[config.mk]
export PLATFORM = sky130hd
export DESIGN_NAME = instr_prefetch
export DESIGN_NICKNAME = d
export VERILOG_FILES = /design/src/rtl/instr_prefetch_pkg.sv /design/src/rtl/instr_prefetch_fifo.sv /design/src/rtl/instr_prefetch.sv
export SDC_FILE = /design/constraint.sdc
export NUM_CORES = 1
export LEC_CHECK = 0
export BUFFER_PORTS_ARGS = -buffer_cell sky130_fd_sc_hd__clkbuf_2
export CORE_MARGIN = 5
export CORE_UTILIZATION = 45
export CTS_BUF_LIST = sky130_fd_sc_hd__clkbuf_4 sky130_fd_sc_hd__clkbuf_8
export CTS_CLUSTER_DIAMETER = 40
export DETAILED_ROUTE_END_ITERATION = 7
export HOLD_SLACK_MARGIN = 0.12
export PLACE_DENSITY = 0.78
export SYNTH_ARGS = -nofsm -noshare
export SYNTH_HDL_FRONTEND = slang
export SYNTH_SLANG_ARGS = --single-unit
[constraint.sdc]
create_clock -name clk -period 5.1 [get_ports clk]
set_clock_uncertainty 0.2 [all_clocks]
set_input_delay 0 -clock clk [delete_from_list [all_inputs] [get_ports clk]]
set_output_delay 0 -clock clk [all_outputs]
set_load 0.1 [all_outputs]
[src/rtl/instr_prefetch_pkg.sv]
// Shared constants and sizing helpers for the instruction prefetcher.
package instr_prefetch_pkg;

    localparam int WORD_BYTES = 32'd4;

    function automatic int bus_wid(input int bus_len);
        return 32'd32 * bus_len;
    endfunction

    function automatic int cnt_width(input int depth);
        return $clog2(depth + 32'd1);
    endfunction

endpackage

[src/rtl/instr_prefetch_fifo.sv]
// Synchronous FIFO with registered storage, simultaneous push/pop and a flush that wins over pop.
module instr_prefetch_fifo
    import instr_prefetch_pkg::*;
#(
    parameter int WIDTH = 8,
    parameter int DEPTH = 4,
    localparam int CW   = cnt_width(DEPTH),
    localparam int PW   = (DEPTH > 1) ? $clog2(DEPTH) : 1
) (
    input  logic             clk,
    input  logic             rst,
    input  logic             push_i,
    input  logic [WIDTH-1:0] push_data_i,
    input  logic             pop_i,
    input  logic             flush_i,
    output logic [CW-1:0]    count_o,
    output logic [WIDTH-1:0] head_o
);

    logic [WIDTH-1:0] mem_q [DEPTH];
    logic [PW-1:0]    wr_ptr_q, wr_ptr_d;
    logic [PW-1:0]    rd_ptr_q, rd_ptr_d;
    logic [CW-1:0]    cnt_q, cnt_d;
    logic             do_push_s, do_pop_s;

    function automatic logic [PW-1:0] ptr_inc(input logic [PW-1:0] p);
        if (p == PW'(DEPTH - 1)) begin
            return '0;
        end else begin
            return p + PW'(1);
        end
    endfunction

    // Push is allowed when full only if the head leaves in the same cycle.
    always_comb begin
        do_pop_s  = pop_i & (cnt_q != '0);
        do_push_s = push_i & ((cnt_q != CW'(DEPTH)) | do_pop_s);
        wr_ptr_d  = wr_ptr_q;
        rd_ptr_d  = rd_ptr_q;
        cnt_d     = cnt_q;
        if (flush_i) begin
            wr_ptr_d = '0;
            rd_ptr_d = '0;
            cnt_d    = '0;
        end else begin
            if (do_push_s) begin
                wr_ptr_d = ptr_inc(wr_ptr_q);
            end else begin
                wr_ptr_d = wr_ptr_q;
            end
            if (do_pop_s) begin
                rd_ptr_d = ptr_inc(rd_ptr_q);
            end else begin
                rd_ptr_d = rd_ptr_q;
            end
            case ({do_push_s, do_pop_s})
                2'b10:   cnt_d = cnt_q + CW'(1);
                2'b01:   cnt_d = cnt_q - CW'(1);
                default: cnt_d = cnt_q;
            endcase
        end
    end

    // Pointer and occupancy registers.
    always_ff @(posedge clk) begin
        if (rst) begin
            wr_ptr_q <= '0;
            rd_ptr_q <= '0;
            cnt_q    <= '0;
        end else begin
            wr_ptr_q <= wr_ptr_d;
            rd_ptr_q <= rd_ptr_d;
            cnt_q    <= cnt_d;
        end
    end

    // Storage write; contents are qualified by the occupancy count.
    always_ff @(posedge clk) begin
        if (do_push_s && !flush_i) begin
            mem_q[wr_ptr_q] <= push_data_i;
        end
    end

    assign count_o = cnt_q;
    assign head_o  = mem_q[rd_ptr_q];

endmodule

[src/rtl/instr_prefetch.sv]
// Multi-outstanding instruction prefetcher with kill counting on redirect and stop-on-error.
// Optional INSTR_PREFETCH_PC_EN adds instr_pc, carried through a per-request tag queue.
module instr_prefetch
    import instr_prefetch_pkg::*;
#(
    parameter int              XLEN     = 32,
    parameter int              BUS_LEN  = 2,
    parameter int              OUTSTD   = 4,
    parameter int              QDEPTH   = 4,
    parameter logic [XLEN-1:0] RESET_PC = '0,
    localparam int             BUS_WID  = bus_wid(BUS_LEN)
) (
    input  logic               clk,
    input  logic               rst,
    output logic               imem_req,
    output logic [XLEN-1:0]    imem_addr,
    input  logic               imem_req_ack,
    input  logic [BUS_WID-1:0] imem_rdata,
    input  logic               imem_resp,
    input  logic               imem_err,
    input  logic               jump_vld,
    input  logic [XLEN-1:0]    jump_pc,
    input  logic               branch_vld,
    input  logic [XLEN-1:0]    branch_pc,
    output logic               instr_vld,
    output logic [BUS_WID-1:0] instr_data,
    output logic               instr_err,
`ifdef INSTR_PREFETCH_PC_EN
    output logic [XLEN-1:0]    instr_pc,
`endif
    input  logic               instr_rdy
);

    localparam int              CW         = cnt_width(QDEPTH);
    localparam int              BEAT_BYTES = WORD_BYTES * BUS_LEN;
    localparam logic [XLEN-1:0] BEAT_MASK  = XLEN'(BEAT_BYTES - 1);
`ifdef INSTR_PREFETCH_PC_EN
    localparam int              EW         = XLEN + 1 + BUS_WID;
    localparam int              TW         = cnt_width(OUTSTD);
`else
    localparam int              EW         = 1 + BUS_WID;
`endif

    logic [XLEN-1:0] pc_q, pc_d;
    logic [CW-1:0]   out_cnt_q, out_cnt_d;
    logic [CW-1:0]   kill_cnt_q, kill_cnt_d;
    logic            err_hold_q, err_hold_d;
    logic            reload_vld_s, accept_s, live_s, pop_s;
    logic [XLEN-1:0] reload_pc_s, fetch_addr_s;
    logic [CW:0]     occ_s;
    logic [CW-1:0]   fifo_cnt_s;
    logic [EW-1:0]   push_data_s, head_s;

    assign reload_vld_s = jump_vld | branch_vld;
    assign reload_pc_s  = (jump_vld ? jump_pc : branch_pc) & ~XLEN'(1);
    assign fetch_addr_s = reload_vld_s ? reload_pc_s : pc_q;
    assign imem_addr    = fetch_addr_s & ~BEAT_MASK;

    // Reservation: every in-flight request already owns a FIFO slot; a reload frees the whole FIFO.
    assign occ_s    = {1'b0, out_cnt_q} + (reload_vld_s ? {(CW+1){1'b0}} : {1'b0, fifo_cnt_s});
    assign imem_req = (out_cnt_q < CW'(OUTSTD)) & (occ_s < (CW+1)'(QDEPTH))
                    & (~err_hold_q | reload_vld_s);

    assign accept_s  = imem_req & imem_req_ack;
    assign live_s    = imem_resp & (kill_cnt_q == '0) & ~reload_vld_s;
    assign pop_s     = instr_vld & instr_rdy & ~reload_vld_s;
    assign out_cnt_d = out_cnt_q + CW'(accept_s) - CW'(imem_resp);

    // Next fetch pc, kill counter and error hold.
    always_comb begin
        pc_d       = pc_q;
        kill_cnt_d = kill_cnt_q;
        err_hold_d = err_hold_q;
        if (accept_s) begin
            pc_d = imem_addr + XLEN'(BEAT_BYTES);
        end else if (reload_vld_s) begin
            pc_d = reload_pc_s;
        end else begin
            pc_d = pc_q;
        end
        if (reload_vld_s) begin
            kill_cnt_d = out_cnt_q - CW'(imem_resp);
            err_hold_d = 1'b0;
        end else if (imem_resp && (kill_cnt_q != '0)) begin
            kill_cnt_d = kill_cnt_q - CW'(1);
        end else if (live_s && imem_err) begin
            // Includes a request accepted in this very cycle: nothing after an error is wanted.
            kill_cnt_d = out_cnt_d;
            err_hold_d = 1'b1;
        end else begin
            kill_cnt_d = kill_cnt_q;
        end
    end

    // Fetch state registers.
    always_ff @(posedge clk) begin
        if (rst) begin
            pc_q       <= RESET_PC;
            out_cnt_q  <= '0;
            kill_cnt_q <= '0;
            err_hold_q <= 1'b0;
        end else begin
            pc_q       <= pc_d;
            out_cnt_q  <= out_cnt_d;
            kill_cnt_q <= kill_cnt_d;
            err_hold_q <= err_hold_d;
        end
    end

`ifdef INSTR_PREFETCH_PC_EN
    logic [XLEN-1:0] tag_head_s;
    logic [TW-1:0]   tag_cnt_s;

    // Stale responses still pop their tags, so a redirect drains this queue without a flush.
    instr_prefetch_fifo #(.WIDTH(XLEN), .DEPTH(OUTSTD)) u_tag_q (
        .clk         (clk),
        .rst         (rst),
        .push_i      (accept_s),
        .push_data_i (fetch_addr_s),
        .pop_i       (imem_resp & (tag_cnt_s != '0)),
        .flush_i     (1'b0),
        .count_o     (tag_cnt_s),
        .head_o      (tag_head_s)
    );

    assign push_data_s = {tag_head_s, imem_err, imem_rdata};
    assign instr_pc    = head_s[EW-1 -: XLEN];
`else
    assign push_data_s = {imem_err, imem_rdata};
`endif

    instr_prefetch_fifo #(.WIDTH(EW), .DEPTH(QDEPTH)) u_data_q (
        .clk         (clk),
        .rst         (rst),
        .push_i      (live_s),
        .push_data_i (push_data_s),
        .pop_i       (pop_s),
        .flush_i     (reload_vld_s),
        .count_o     (fifo_cnt_s),
        .head_o      (head_s)
    );

    assign instr_vld  = (fifo_cnt_s != '0);
    assign instr_data = head_s[BUS_WID-1:0];
    assign instr_err  = head_s[BUS_WID] & instr_vld;

endmodule

Word level (Yosys, flattened, before mapping)
Memory sizes are Yosys's and may differ from the RTL's. A register that Yosys moved wholly into a read port is not among the register bits.
Index checks and enable logic that the tools add are counted.
{ "word_totals": {"regBits": 43, "ramBits": 260, "out_inout_bits": 99, "elab_cells": 66, "memories": 1} }
{ "op_classes": {"n_addsub": 10, "n_lt_le_gt_ge": 2, "n_eq_ne": 5, "muxes": 14, "n_bitwise": 16, "reduce_logical": 11} }
{ "mem_list": {"columns": ["name", "words", "width", "read_ports", "rd_ports_with_merged_regs", "write_ports", "line_no", "rtl"], "rows": [
  ["u_data_q.mem_q", 4, 65, 1, 1, 1, "instr_prefetch_fifo.sv:20", "logic [WIDTH-1:0] mem_q [DEPTH];"]
]} }
{ "ops": {"columns": ["op", "n"], "rows": [
  ["2-to-1 mux 32 bit", 3],
  ["adder 32 x 4 -> 32 bit, second input constant", 1],
  ["2-to-1 mux 3 bit", 4],
  ["AND 1 bit", 10],
  ["nonzero test 3 bit", 3],
  ["2-to-1 mux 2 bit", 4],
  ["== test 2 bit, second input constant", 3],
  ["case mux 3 bit (2 select lines)", 1],
  ["subtractor 3 x 1 -> 3 bit", 2],
  ["subtractor 3 x 1 -> 3 bit, second input constant", 2],
  ["adder 2 x 1 -> 2 bit, second input constant", 2],
  ["adder 3 x 3 -> 4 bit", 1],
  ["less-than comparator 4 x 3 -> 1 bit, second input constant", 1],
  ["adder 3 x 1 -> 3 bit", 1],
  ["adder 3 x 1 -> 3 bit, second input constant", 1],
  ["logical AND 1 bit", 3],
  ["logical NOT 3 bit", 1],
  ["less-than comparator 3 bit, second input constant", 1],
  ["!= test 3 bit, second input constant", 1],
  ["NOT 1 bit", 3],
  ["OR 1 bit", 3],
  ["== test 2 x 1 -> 1 bit, second input constant", 1],
  ["2-to-1 mux 1 bit", 2],
  ["AND reduction 2 bit", 1],
  ["other kinds (3)", 3]
]} }

Logic depth before layout (Yosys ltp)
{ "logic_depth": {"ltp_word": 12, "ltp_mapped": 18, "mapped_depth_nobuf": 15} }

By module
A second synthesis with hierarchy kept.
{ "unflattened": {"hier_cells": 733, "area_unflattened_um2": 12629.6} }
{ "by_module_without_submodules": {"columns": ["mod", "instances", "cells_each", "area_each_um2", "seq_area_each_um2"], "rows": [
  ["instr_prefetch_fifo", 1, 404, 9952.0, 7987.7],
  ["instr_prefetch", 1, 329, 2677.6, 720.7]
]} }

Worst setup path before layout
Ideal clock, no wire load.
{ "synth_path": {"path_kind": "input port to flip-flop", "from": "input port branch_vld", "to": "register pc_q[31]", "setup_ps": 72, "t_arrival_ps": 3609, "required_time_ps": 4828, "slack_ps": 1219, "cell_stages": 8, "path_buffers": 3, "cell_sequence": "buf_6 -> buf_12 -> buf_6 -> mux2i_1 -> o21ai_0 -> nand3_1 -> or4_1 -> a21oi_1"} }
{ "synth_via": {"elab_cells_between_ends": 11} }
{ "synth_rtl": {"columns": ["item", "line_no", "rtl"], "rows": [
  ["from (decl)", "instr_prefetch.sv:23", "input logic branch_vld,"],
  ["OR 1 bit", "instr_prefetch.sv:54", "assign reload_vld_s = jump_vld | branch_vld;"],
  ["2-to-1 mux 32 bit", null, null],
  ["net imem_addr[30]", "instr_prefetch.sv:16", "output logic [XLEN-1:0] imem_addr,"],
  ["adder 32 x 4 -> 32 bit", "instr_prefetch.sv:75", "pc_d = imem_addr + XLEN'(BEAT_BYTES);"],
  ["2-to-1 mux 32 bit", "instr_prefetch.sv:74", "if (accept_s) begin"],
  ["to (signal assigned)", "instr_prefetch.sv:103", "pc_q <= pc_d;"],
  ["to (decl)", "instr_prefetch.sv:44", "logic [XLEN-1:0] pc_q, pc_d;"]
]} }
The timed path passes the listed nets, and every way through them passes these cells. The select of a mux whose other input is x is not followed.
A chain may end at the register's enable or synchronous reset.

Worst setup path after layout
{ "layout_path": {"from": "input port jump_vld", "to": "register pc_q[20]"} }
{ "layout_via": {"elab_chain_cells": 8, "elab_cells_between_ends": 12} }
{ "layout_rtl": {"columns": ["item", "line_no", "rtl"], "rows": [
  ["from (decl)", "instr_prefetch.sv:21", "input logic jump_vld,"],
  ["OR 1 bit", "instr_prefetch.sv:54", null],
  ["2-to-1 mux 3 bit", "instr_prefetch.sv:60", "assign occ_s = {1'b0, out_cnt_q} + (reload_vld_s ? {(CW+1){1'b0}} : {1'b0, fifo_cnt_s});"],
  ["adder 3 x 3 -> 4 bit", "instr_prefetch.sv:60", null],
  ["less-than comparator 4 x 3 -> 1 bit", "instr_prefetch.sv:61", "assign imem_req = (out_cnt_q < CW'(OUTSTD)) & (occ_s < (CW+1)'(QDEPTH))"],
  ["AND 1 bit", "instr_prefetch.sv:61", null],
  ["AND 1 bit", "instr_prefetch.sv:62", "& (~err_hold_q | reload_vld_s);"],
  ["AND 1 bit", "instr_prefetch.sv:64", "assign accept_s = imem_req & imem_req_ack;"],
  ["2-to-1 mux 32 bit *", "instr_prefetch.sv:74", null]
]} }
Every way passes the cells marked *; elsewhere a longest branch is shown, timed or not. The select of a mux whose other input is x is not followed.

==> impl_metrics.env <==
export IMPL_grt_max_degree=66
export IMPL_fin_util_pct=62.6
export IMPL_rsz0062_at_grt="no"
export IMPL_synthAdderAreaFrac_pct=1.72
export IMPL_hold_ws_ps=210
export IMPL_path_clk_slew_ps=60
export IMPL_cts_sinks=305
export IMPL_cts_tree="done"
export IMPL_setup_viol=0
export IMPL_synth_seq_cells=305
export IMPL_finalCritPeriodShare_pct=91.7
export IMPL_hold_start="branch_pc[25]"
export IMPL_clock_latency_ps=560
export IMPL_cp_cell_sequence="dlygate4sd3_1 -> clkbuf_2 -> buf_4 -> nand2_1 -> o21ai_1 -> dlygate4sd3_1 -> nor4b_4 -> nand3_1 -> o31ai_1 -> dlygate4sd3_1 -> a21oi_1 -> dlygate4sd3_1"
export IMPL_io_pins=235
export IMPL_dp_hpwl_um=16400
export IMPL_cts_max_path_buffers=3
export IMPL_outcome="complete, no violations"
export IMPL_clockRootBuffer="clkbuf_8"
export IMPL_pwr_density_cell_mw_per_mm2=346
export IMPL_diodes=0
export IMPL_drt_first_iter_violations=429
export IMPL_place_area_mm2=0.0139
export IMPL_yosysSeqAreaShare_pct=69.6
export IMPL_finalInstanceArea_mm2=0.0173
export IMPL_r2r_cells=10
export IMPL_worstPathArrival_ps=4920
export IMPL_cts_setup_buffers=0
export IMPL_drv_slew=0
export IMPL_start_kind="input port"
export IMPL_synth_top_family_by_area="multiplexers"
export IMPL_grt_remaining_overflow=0
export IMPL_tightest_slew_ps=1030
export IMPL_cap_violations=0
export IMPL_netlist_area_mm2=0.0125
export IMPL_synth_area_per_cell_um2=17.6
export IMPL_post_drt_wl_per_cell_um=19.7
export IMPL_yosys_area_top_type="edfxtp_1"
export IMPL_antenna_found_initial=0
export IMPL_via_count=8481
export IMPL_cpPeakStageDelay_ps=690
export IMPL_synth_cell_type_count=59
export IMPL_layout_commonest_cell="edfxtp_1"
export IMPL_cts_htree_levels=2
export IMPL_clock_fmax_ghz=0.214
export IMPL_path_class="input port to flop"
export IMPL_nets=1348
export IMPL_port_buffer_count=225
export IMPL_cp_max_fo=56
export IMPL_netlist_instances=711
export IMPL_slew_headroom_pct=31.2
export IMPL_wl_um=31700
export IMPL_synth_area_leaders="edfxtp_1 62%, mux4_2 12%, dfxtp_1 7.2%"
export IMPL_cts_buffers=51
export IMPL_drtAntennaViolNets=0
export IMPL_drc=0
export IMPL_drive_gt1_share_pct=33.1
export IMPL_worstPathRequired_ps=5340
export IMPL_totalNegativeSetupSlack_ps=0
export IMPL_synth_xor_area_share_pct=0.980
export IMPL_fillers=1918
export IMPL_min_path_type="input port to flop"
export IMPL_final_cell_mix="260 x edfxtp_1, 239 x dlygate4sd3_1, 225 x clkbuf_2"
export IMPL_initial_core_util_pct=45.3
export IMPL_reg2reg_to="pc_q[20]$_SDFF_PP0_"
export IMPL_hold_viol_final=0
export IMPL_critPathSlowestCell="nor4b_4"
export IMPL_syn2layout_area_growth_pct=38.2
export IMPL_fin_total_pwr_mw=5.99
export IMPL_synth_top_area_share_pct=62.4
export IMPL_timing_reg2reg_setup_slack_ps=910
export IMPL_period_needed_ps=4680
export IMPL_holdPathStages=7
export IMPL_die_area_mm2=0.0312
export IMPL_routabilityCongestion=0.806
export IMPL_core_area_mm2=0.0276
export IMPL_drt_first_pass_iters=5
export IMPL_grt_pass1_vias=9183
export IMPL_reg2reg_from="u_data_q.count_o[2]$_SDFFE_PP0P_"
export IMPL_crit_top_cell="dlygate4sd3_1"
export IMPL_ir_worst_vdd_mv=0.191
export IMPL_gr_usage_all_layers_pct=20.0
export IMPL_worstHoldEndpoint="pc_q[29]$_SDFF_PP0_"
export IMPL_synth_compound_area_share_pct=4.35
export IMPL_p_leak_nw=6.40
export IMPL_vias_per_cell=5.27
export IMPL_yosysWarnings=0
export IMPL_synth_area_mux_share_pct=14.6
export IMPL_end_kind="flop"
export IMPL_synth_simple_area_share_pct=6.14
export IMPL_die_w_um=177
export IMPL_grt_pass1_wl_um=49600
export IMPL_rows=61
export IMPL_die_h_um=177
export IMPL_cp_startpoint="jump_vld"
-- timing repair --
item	in CTS	in global routing
resized for setup	0	0
endpoints found under the hold margin	305	0
hold buffers	239	0
-- how the worst max path moves through the flow --
stage,to
2_1_floorplan,pc_q[31]$_SDFF_PP0_
3_3_place_gp,kill_cnt_q[2]$_SDFFE_PP0P_
3_5_place_dp,kill_cnt_q[2]$_SDFFE_PP0P_
4_1_cts,pc_q[5]$_SDFF_PP0_
5_1_grt,pc_q[20]$_SDFF_PP0_
6_report,pc_q[20]$_SDFF_PP0_
-- power by group --
| group | internal [mW] | switching [mW] | leakage [nW] |
|---|---|---|---|
| Clock | 1.12 | 0.964 | 0.520 |
| Sequential | 2.78 | 0.0343 | 2.71 |
| Combinational | 0.382 | 0.715 | 3.16 |
| Total | 4.28 | 1.71 | 6.40 |
-- metal layers --
layer	vias to the layer above	global-route usage [%]	share of wire, %
met5	-	0	0
met4	0	5.38	2.1
met3	58	4.81	8.1
met2	419	35.3	51
met1	4223	24.8	39
li1	3781	-	-
-- sequential cells by signal (all words and copies together) (netlist names), named ones only --
signal	count
err_hold_q	1
kill_cnt_q	3
out_cnt_q	3
pc_q	29
u_data_q.count_o	3
u_data_q.mem_q	260
u_data_q.rd_ptr_q	2
u_data_q.wr_ptr_q	2
-- area by class of cell --
cell class,instances,area [um^2],area share [%]
flip-flops and latches,305,8720,50.4
repair buffers,468,3550,20.5
multi-input cells,353,3500,20.3
clock buffers,67,822,4.76
well taps,378,473,2.74
clock inverters,21,160,0.927
inverters,17,63.8,0.369
-- worst max-delay path: cells and delay by family --
family	cells	cell delay [ps]
and+or+nand+nor	3	1170
buffers and inverters	6	3150
AOI/OAI and AO/OA	3	570
-- cells in the mapped netlist (all sizes together) --
cell / instances
clkbuf: 14
nand3: 12
nand4: 4
and2: 9
ha: 14
nor2: 26
o211ai: 3
inv: 17
nor4: 1
a21oi: 24
a21bo: 1
conb: 1
nand4b: 2
o21ba: 2
or4b: 1
dfxtp: 45
and4: 3
nor2b: 3
nand2: 42
mux2: 2
or3b: 1
nor4b: 2
or3: 11
buf: 24
xnor2: 9
fa: 2
and3b: 1
nor3: 4
edfxtp: 260
xor2: 5
and3: 4
nand2b: 2
or2: 1
o31ai: 7
a31oi: 2
mux4: 65
o21a: 6
a211oi: 1
o21ai: 35
or4: 7
nor3b: 1
a31o: 1
mux2i: 34
-- cell families (layout without fill, tap and decap cells) --
| kind of cell | count (synthesis) | in the layout |
|---|---|---|
| adder cells (fa/ha/maj) | 16 | 16 |
| other | 1 | 3 |
| flip-flops | 305 | 305 |
| multiplexers | 101 | 101 |
| AO/OA/AOI/OAI | 82 | 82 |
| AND/OR/NAND/NOR | 137 | 137 |
| XOR/XNOR | 14 | 14 |
| buffers and inverters | 55 | 573 |
-- through the flow --
| step | setup slack, ps | std cells |
|---|---|---|
| detailed placement | 1400 | 1282 |
| global route | 360 | 1609 |
| finish | 422 | 1609 |
| global placement | 1470 | 1282 |
| floorplan | 1220 | 713 |
| CTS | 731 | 1609 |
(Power assumes the default switching activity.)
